===== src/rtl/mfm_sync_decoder.sv =====
// MFM cell-stream decoder with address-mark synchronisation.
// Qualified cells shift into a 2*DATA_BITS window. The decoder slides over
// the stream until it sees the sync pattern. It then checks that
// SYNC_MARKS-1 further marks follow back to back. After that it frames every
// W cells as one data word and flags words that break the MFM clock rule.
module mfm_sync_decoder #(
    parameter int                       DATA_BITS    = 8,
    parameter logic [2*DATA_BITS-1:0]   SYNC_PATTERN = 16'h4489,
    parameter int                       SYNC_MARKS   = 3,
    parameter int                       DATA_PHASE   = 0,
    parameter int                       ERR_LIMIT    = 4
) (
    input  logic                     clk_5,
    input  logic                     reset_n,
    input  logic                     raw_mfm,
    input  logic                     cell_en,
    input  logic                     hunt,
    output logic [2*DATA_BITS-1:0]   mfm_buffer,
    output logic [DATA_BITS-1:0]     byte_out,
    output logic                     byte_valid,
    output logic                     sync_found,
    output logic                     in_sync,
    output logic                     clock_err
);

    localparam int W  = 2 * DATA_BITS;
    localparam int CW = $clog2(W);
    localparam int EW = (ERR_LIMIT > 0) ? $clog2(ERR_LIMIT + 1) : 1;

    typedef enum logic [1:0] {
        ST_HUNT = 2'd0,
        ST_MARK = 2'd1,
        ST_DATA = 2'd2
    } state_t;

    state_t                state_q, state_d;
    logic [W-1:0]          buf_q, buf_d;
    logic [DATA_BITS-1:0]  byte_q, byte_d;
    logic                  byte_valid_q, byte_valid_d;
    logic                  sync_found_q, sync_found_d;
    logic                  clock_err_q, clock_err_d;
    logic                  in_sync_q, in_sync_d;
    logic [CW-1:0]         cell_cnt_q, cell_cnt_d;
    logic [2:0]            mark_cnt_q, mark_cnt_d;
    logic [EW-1:0]         err_cnt_q, err_cnt_d;
    logic                  prev_d_q, prev_d_d;
    logic [W-1:0]          nb_s;
    logic                  boundary_s;

    // Pick the data cells out of a window, first-received cell becomes the MSB.
    function automatic logic [DATA_BITS-1:0] decode_word(input logic [W-1:0] cells);
        logic [DATA_BITS-1:0] w;
        w = '0;
        for (int i = 0; i < DATA_BITS; i++) begin
            w[DATA_BITS-1-i] = cells[W-2-2*i+DATA_PHASE];
        end
        return w;
    endfunction

    // A clock cell must equal NOR of its two neighbouring data cells.
    // In even phase the leading clock borrows the last data cell of the
    // previous word (prev_d). In odd phase only the interior clocks are
    // bounded by data cells on both sides.
    function automatic logic clock_rule_err(input logic [W-1:0] cells, input logic prev_d);
        logic [W:0] ext;
        logic       err;
        ext = {prev_d, cells};
        err = 1'b0;
        if (DATA_PHASE == 0) begin
            for (int i = 0; i < DATA_BITS; i++) begin
                err = err | (ext[W-1-2*i] != ~(ext[W-2*i] | ext[W-2-2*i]));
            end
        end else begin
            for (int i = 0; i < DATA_BITS - 1; i++) begin
                err = err | (ext[W-2-2*i] != ~(ext[W-1-2*i] | ext[W-3-2*i]));
            end
        end
        return err;
    endfunction

    // Next-state logic: window shift, word framing, mark hunting and error counting.
    always_comb begin
        state_d      = state_q;
        buf_d        = buf_q;
        byte_d       = byte_q;
        byte_valid_d = 1'b0;
        sync_found_d = 1'b0;
        clock_err_d  = 1'b0;
        cell_cnt_d   = cell_cnt_q;
        mark_cnt_d   = mark_cnt_q;
        err_cnt_d    = err_cnt_q;
        prev_d_d     = prev_d_q;
        nb_s         = cell_en ? {buf_q[W-2:0], raw_mfm} : buf_q;
        boundary_s   = cell_en && (cell_cnt_q == CW'(W - 1));

        if (cell_en) begin
            buf_d      = nb_s;
            cell_cnt_d = boundary_s ? '0 : cell_cnt_q + CW'(1);
        end else begin
            buf_d      = buf_q;
        end

        if (hunt) begin
            // Re-hunt wins over any word boundary in the same cycle.
            state_d    = ST_HUNT;
            cell_cnt_d = '0;
            mark_cnt_d = '0;
            err_cnt_d  = '0;
        end else if (cell_en) begin
            case (state_q)
                ST_HUNT: begin
                    if (nb_s == SYNC_PATTERN) begin
                        mark_cnt_d = 3'd1;
                        cell_cnt_d = '0;
                        prev_d_d   = nb_s[DATA_PHASE];
                        if (SYNC_MARKS == 1) begin
                            state_d      = ST_DATA;
                            sync_found_d = 1'b1;
                            byte_d       = decode_word(nb_s);
                            err_cnt_d    = '0;
                        end else begin
                            state_d      = ST_MARK;
                        end
                    end else begin
                        state_d = ST_HUNT;
                    end
                end
                ST_MARK: begin
                    if (boundary_s) begin
                        if (nb_s == SYNC_PATTERN) begin
                            mark_cnt_d = mark_cnt_q + 3'd1;
                            prev_d_d   = nb_s[DATA_PHASE];
                            if ((mark_cnt_q + 3'd1) == 3'(SYNC_MARKS)) begin
                                state_d      = ST_DATA;
                                sync_found_d = 1'b1;
                                byte_d       = decode_word(nb_s);
                                err_cnt_d    = '0;
                            end else begin
                                state_d      = ST_MARK;
                            end
                        end else begin
                            // Broken run: fall back to sliding search from the next cell.
                            state_d    = ST_HUNT;
                            mark_cnt_d = '0;
                        end
                    end else begin
                        state_d = ST_MARK;
                    end
                end
                ST_DATA: begin
                    if (boundary_s) begin
                        byte_d       = decode_word(nb_s);
                        byte_valid_d = 1'b1;
                        clock_err_d  = clock_rule_err(nb_s, prev_d_q);
                        prev_d_d     = nb_s[DATA_PHASE];
                        if (clock_err_d && (ERR_LIMIT != 0)) begin
                            if ((int'(err_cnt_q) + 1) >= ERR_LIMIT) begin
                                state_d    = ST_HUNT;
                                err_cnt_d  = '0;
                                mark_cnt_d = '0;
                            end else begin
                                err_cnt_d  = err_cnt_q + EW'(1);
                            end
                        end else begin
                            err_cnt_d = '0;
                        end
                    end else begin
                        state_d = ST_DATA;
                    end
                end
                default: begin
                    state_d    = ST_HUNT;
                    mark_cnt_d = '0;
                    err_cnt_d  = '0;
                end
            endcase
        end else begin
            state_d = state_q;
        end

        in_sync_d = (state_d == ST_DATA);
    end

    // State and output registers, cleared asynchronously by reset_n.
    always_ff @(posedge clk_5 or negedge reset_n) begin
        if (!reset_n) begin
            state_q      <= ST_HUNT;
            buf_q        <= '0;
            byte_q       <= '0;
            byte_valid_q <= 1'b0;
            sync_found_q <= 1'b0;
            clock_err_q  <= 1'b0;
            in_sync_q    <= 1'b0;
            cell_cnt_q   <= '0;
            mark_cnt_q   <= '0;
            err_cnt_q    <= '0;
            prev_d_q     <= 1'b0;
        end else begin
            state_q      <= state_d;
            buf_q        <= buf_d;
            byte_q       <= byte_d;
            byte_valid_q <= byte_valid_d;
            sync_found_q <= sync_found_d;
            clock_err_q  <= clock_err_d;
            in_sync_q    <= in_sync_d;
            cell_cnt_q   <= cell_cnt_d;
            mark_cnt_q   <= mark_cnt_d;
            err_cnt_q    <= err_cnt_d;
            prev_d_q     <= prev_d_d;
        end
    end

    assign mfm_buffer = buf_q;
    assign byte_out   = byte_q;
    assign byte_valid = byte_valid_q;
    assign sync_found = sync_found_q;
    assign in_sync    = in_sync_q;
    assign clock_err  = clock_err_q;

endmodule


===== config.mk =====
export PLATFORM = sky130hd
export DESIGN_NAME = mfm_sync_decoder
export DESIGN_NICKNAME = d
export VERILOG_FILES = /design/src/rtl/mfm_sync_decoder.sv
export SDC_FILE = /design/constraint.sdc
export NUM_CORES = 1
export LEC_CHECK = 0
export CORE_MARGIN = 2
export CORE_UTILIZATION = 55
export DETAILED_ROUTE_END_ITERATION = 16
export PLACE_DENSITY = 0.8
export RECOVER_POWER = 50
export SETUP_SLACK_MARGIN = 0.5
export SLEW_MARGIN = 20
export SYNTH_ARGS = -nofsm -noshare
export SYNTH_HDL_FRONTEND = slang
export SYNTH_SLANG_ARGS = --single-unit
export TNS_END_PERCENT = 100

===== constraint.sdc =====
create_clock -name clk_5 -period 3.3 [get_ports clk_5]
set_input_delay 0.99 -clock clk_5 [delete_from_list [all_inputs] [get_ports clk_5]]
set_output_delay 0.99 -clock clk_5 [all_outputs]
set_load 0.005 [all_outputs]

**Word level (Yosys, flattened, before mapping)**

Cells that the tools add are included.
W data, S select, Z words.

- Bitwise logic cells: 24
- Multiplexer cells: 62
- Add/subtract/negate cells: 4
- Order comparisons: 1
- Reductions and logical operators: 9
- Eq/ne operators: 26

Operators with widths:

| cell | count |
|---|---|
| $mux W3 | 16 |
| $mux W8 | 4 |
| $mux W4 | 6 |
| $mux W1 | 22 |
| $ne A3 B3 Y1 const B | 7 |
| $pmux W3 S3 | 2 |
| $eq A16 B15 Y1 const B | 1 |
| $mux W16 | 1 |
| $mux W2 | 8 |
| $pmux W8 S2 | 1 |
| $or A1 B1 Y1 | 15 |
| $reduce_and A6 Y1 | 2 |
| $ne A2 B2 Y1 const B | 5 |
| $not A1 Y1 | 9 |
| $ne A1 B1 Y1 | 8 |
| $reduce_and A7 Y1 | 1 |
| $add A3 B1 Y3 const B | 2 |
| $pmux W2 S3 | 1 |
| $reduce_and A5 Y1 | 1 |
| $add A3 B1 Y4 const B | 1 |
| $add A4 B1 Y4 const B | 1 |
| $eq A2 B2 Y1 const B | 2 |
| $eq A4 B4 Y1 const B | 1 |
| $ge A4 B3 Y1 const B | 1 |
| 7 further kinds | 8 |

- Output and inout bits: 28
- Flip-flop bits (word level): 41

**Longest topological paths before layout**

- Depth after elaboration: 21
- Mapped depth: 9

**Least setup slack after synthesis**

OpenSTA, ideal clock, no wires.

- Path kind: input port to flip-flop
- Start: input cell_en
- End: register byte_q[0], in the netlist byte_out[0]
- Buffers on the path: 1
- Slack: 0.456 ns
- Stages: 6
- Arrival time: 2.719 ns
- Data required time: 3.175 ns
- Cell sequence: buf_6 nor4b_2 o211ai_1 or4_4 a21oi_4 mux2_4

- Cells in the longest elaborated chain, start to end: 5
- Elaborated cells between the ends (all ways): 12

Ends and longest elaborated chain:

| element | RTL line | source |
|---|---|---|
| from (decl) | 16 | `input logic cell_en,` |
| parallel branches: the longest is 5 deep, another holds $mux W16 | n/a |  |
| to (signal assigned) | 201 | `byte_q <= byte_d;` |
| to (decl) | 38 | `logic [DATA_BITS-1:0] byte_q, byte_d;` |

Parallel ways; which one is timed is not known. The select of a mux whose other input is x is not followed.
A chain may end at the register's enable or synchronous reset.

**Worst setup path after layout**

- Start: input cell_en
- End: register byte_q[7], in the netlist byte_out[7]

The elaborated chain is that of the path after synthesis.

==> flow_summary.yaml <==
status:
  outcome: "completed"
sta:
  rsz0062_at_grt: "false"
  fmax_mhz: 351.7
  holdWs_ns: 0.5095
  fin_crit_ns: 2.843
  worst_pin_slew_ns: 0.8983
  finalHoldViolations: 0
  slew_viol_final: 0
  setup_viol: 0
  period_share: 0.8616
  relSlewSlack: 0.4011
  tns_ns: 0
  skew_ns: 0.009511
global_routing:
  antenna_found_initial: 0
  grt_start_max_net_pins: 42
  overflow: 0
  grt_pass1_wl_um: 9535
  grt_usage: 0.2442
  grt_pass1_vias: 1980
detailed_routing:
  drt-wirelength-per-cell_um: 17.35
  ant_nets: 0
  drc: 0
  avgViaCountPerCell: 6.164
  drt_iter0_drc: 193
  first_pass_iters: 4
  vias: 2028
  wl_um: 5708
worst_setup_path:
  cp_data_required_time_ns: 3.48
  worstSetupPathType: "in -> reg"
  crit_chain: "clkbuf_1 > clkbuf_1 > nand2b_1 > o211ai_1 > or4_4 > a21oi_4 > buf_12 > mux2_4"
  crit_slowest_cell: "or4_4"
  arrival_ns: 3.03
  start_kind: "primary input"
  cp-end-kind: "register"
  crit_path_frequent_cell: "clkbuf_1"
  crit_fanout: 9
  slowest_delay_ns: 0.56
power_and_ir_drop:
  vdd_drop_max_uv: 394.8
  combPwrFrac: 0.272
  internal_power_mw: 1.172
  clock_power_share: 0.280
  switchingPower_uw: 567.4
  p_leak_nw: 1.300
  powerDensity_nw_per_um2: 569.7
  p_seq_frac: 0.448
  p_sw_frac: 0.3261
hold_path:
  min_path_type: "reg -> reg"
clock_tree:
  clk_latency_ns: 0.30
  clk_pin_slew_ns: 0.08
  cts_made_buffers: 5
  cts_tree: "done"
  htreeDepth: 2
  cts_hold_buf: 0
  cts_root_buffer: "clkbuf_8"
  cts_sinks: 41
  cts_buffer_depth: 2
die:
  die-area_um2: 4977
  core_area_um2: 4324
  fp-row-count: 24
  die_y_um: 70.55
  start_util: 0.5634
  die_w_um: 70.55
  ios: 33
placed_design:
  gp_congestion: 0.8925
  hpwl_um: 3793
  place_area_um2: 2887
  place_inst: 319
  io_buffers: 32
synthesis:
  synth_top_area_share: 0.4212
  synth_cells: 232
  yosys.area_share.adder: 0.04109
  synthesis.nets: 245
  synthXorXnorAreaFrac: 0.003595
  synth_edf_count: 0
  synth-seq-cells: 41
  yosysMostFrequentCell: "dfrtp_1"
  synth_area_um2: 2436
  ys_seq_area_frac: 0.4212
  yosysWarnings: 0
  netlist.top_cell.by_area: "dfrtp_1"
  synth.distinct_cells: 62
  synthTopCellsByArea: "dfrtp_1 (42%), mux2_2 (6.5%), mux2_4 (4.9%), ha_1 (4.1%), a21oi_1 (2.5%)"
  synthTopCellsByCount: "dfrtp_1 (41), nand2_1 (16), mux2_2 (14)"
  synth_top_family_by_area: "simple AND/OR/NAND/NOR gates"
  yosys.area_share.simple: 0.1957
  muxShareOfSynthArea: 0.1361
  async_flop_share: 1.000
  synth.avg_cell_area_um2: 10.50
  synth_flop_cell: "dfrtp_1"
  synth_compound_gate_area_share: 0.1567
final_layout:
  final_area_um2: 3054
  post-route-util: 0.7063
  layout-drive-gt1-share: 0.2094
  fin_cells: 329
  fillers: 335
  multi_input_area_um2: 1343
  antenna_cells: 0
  layout.nets: 289
  ff_latch_area_um2: 1026
  areaGrowthSynthToFinish_pct: 25.37
run:
  drv_cap: 0
[power by group through the flow]
stage          combinational [mW]  clock [mW]  sequential (mW)
2_1_floorplan               0.352           0            0.649
3_3_place_gp                0.441           0            0.770
3_5_place_dp                0.453           0            0.769
4_1_cts                     0.463       0.493            0.768
5_1_grt                     0.515       0.512            0.801
6_report                    0.472       0.488            0.779
[cells in the final DEF, fill, tap and decap left out, drive strengths merged, types with 4 or more instances in the layout]
| master | synthesis | final |
|---|---|---|
| a21o | 5 | 5 |
| a21oi | 13 | 13 |
| buf | 13 | 18 |
| clkbuf | 4 | 11 |
| clkdlybuf4s50 | 0 | 30 |
| dfrtp | 41 | 41 |
| ha | 8 | 8 |
| inv | 5 | 5 |
| mux2 | 25 | 25 |
| nand2 | 16 | 16 |
| nand3 | 4 | 4 |
| nor2 | 9 | 9 |
| nor3 | 13 | 13 |
| nor4b | 4 | 4 |
| o21ai | 7 | 7 |
| or3 | 7 | 7 |
[worst max-delay path: cells and delay by family]
family / cells / cell delay [ns]
AND/OR/NAND/NOR: 2 / 0.75
buffers and inverters: 3 / 0.66
AO/OA/AOI/OAI: 2 / 0.33
multiplexers: 1 / 0.29
[kinds of logic (layout without fill, tap and decap cells)]
| family | Yosys count | in the layout |
|---|---|---|
| simple gates | 80 | 80 |
| fa+ha+maj | 8 | 8 |
| mux | 27 | 27 |
| flops | 41 | 41 |
| xor+xnor | 1 | 1 |
| buf+inv | 22 | 67 |
| compound gates | 53 | 53 |
[final timing paths]
kind | from | end | slack (ns) | depth (start not counted)
worst max-delay path | cell_en | byte_out[7]$_DFFE_PN0P_ | 0.46 | 8
worst min-delay path | err_cnt_q[1]$_DFFE_PN0P_ | err_cnt_q[1]$_DFFE_PN0P_ | 0.51 | 2
worst max register to register | mark_cnt_q[0]$_DFFE_PN0P_ | byte_out[7]$_DFFE_PN0P_ | 0.78 | 7
worst min register to register | err_cnt_q[1]$_DFFE_PN0P_ | err_cnt_q[1]$_DFFE_PN0P_ | 0.51 | 2
max in group asynchronous | reset_n | sync_found$_DFF_PN0_ | 1.93 | 1
min in group asynchronous | reset_n | byte_out[2]$_DFFE_PN0P_ | 0.81 | 1
[state kept, by name, summed over array words and instances, names as in the netlist]
| name | cells |
|---|---|
| byte_out | 8 |
| in_sync | 1 |
| state_q | 2 |
| prev_d_q | 1 |
| clock_err | 1 |
| sync_found | 1 |
| mfm_buffer | 16 |
| cell_cnt_q | 4 |
| byte_valid | 1 |
| err_cnt_q | 3 |
| mark_cnt_q | 3 |
[layer usage]
layer  global-route usage  vias to the layer above  wire, um  share of wire
met4               0.1027                        0       118          0.021
met3              0.03846                       12       337          0.059
met5                    0                        -         0              0
met2               0.3774                       78      2686           0.47
li1                     -                      949         -              -
met1               0.3464                      989      2566           0.45
[per-stage QoR]
stage	total power, mW	setup slack [ns]
after CTS	1.724	0.5574
final	1.740	0.4567
after detailed placement	1.222	0.01422
after global placement	1.211	0.05182
after global routing	1.828	0.3651
after floorplan	1.000	0.5132
[repair_timing]
action	CTS	global route
resized for setup	5	6
endpoints found under the setup margin	12	6
pin swaps	5	7
buffers inserted	1	1
[cell type report]
cell class	instances	area share
Clock buffer	5	0.02253
Clock inverter	3	0.02130
Inverter	5	0.006145
Multi-Input combinational cell	169	0.4396
Sequential cell	41	0.3359
Tap cell	52	0.02130
Timing Repair Buffer	54	0.1532
No activity file was read; power rests on OpenSTA's default activity.
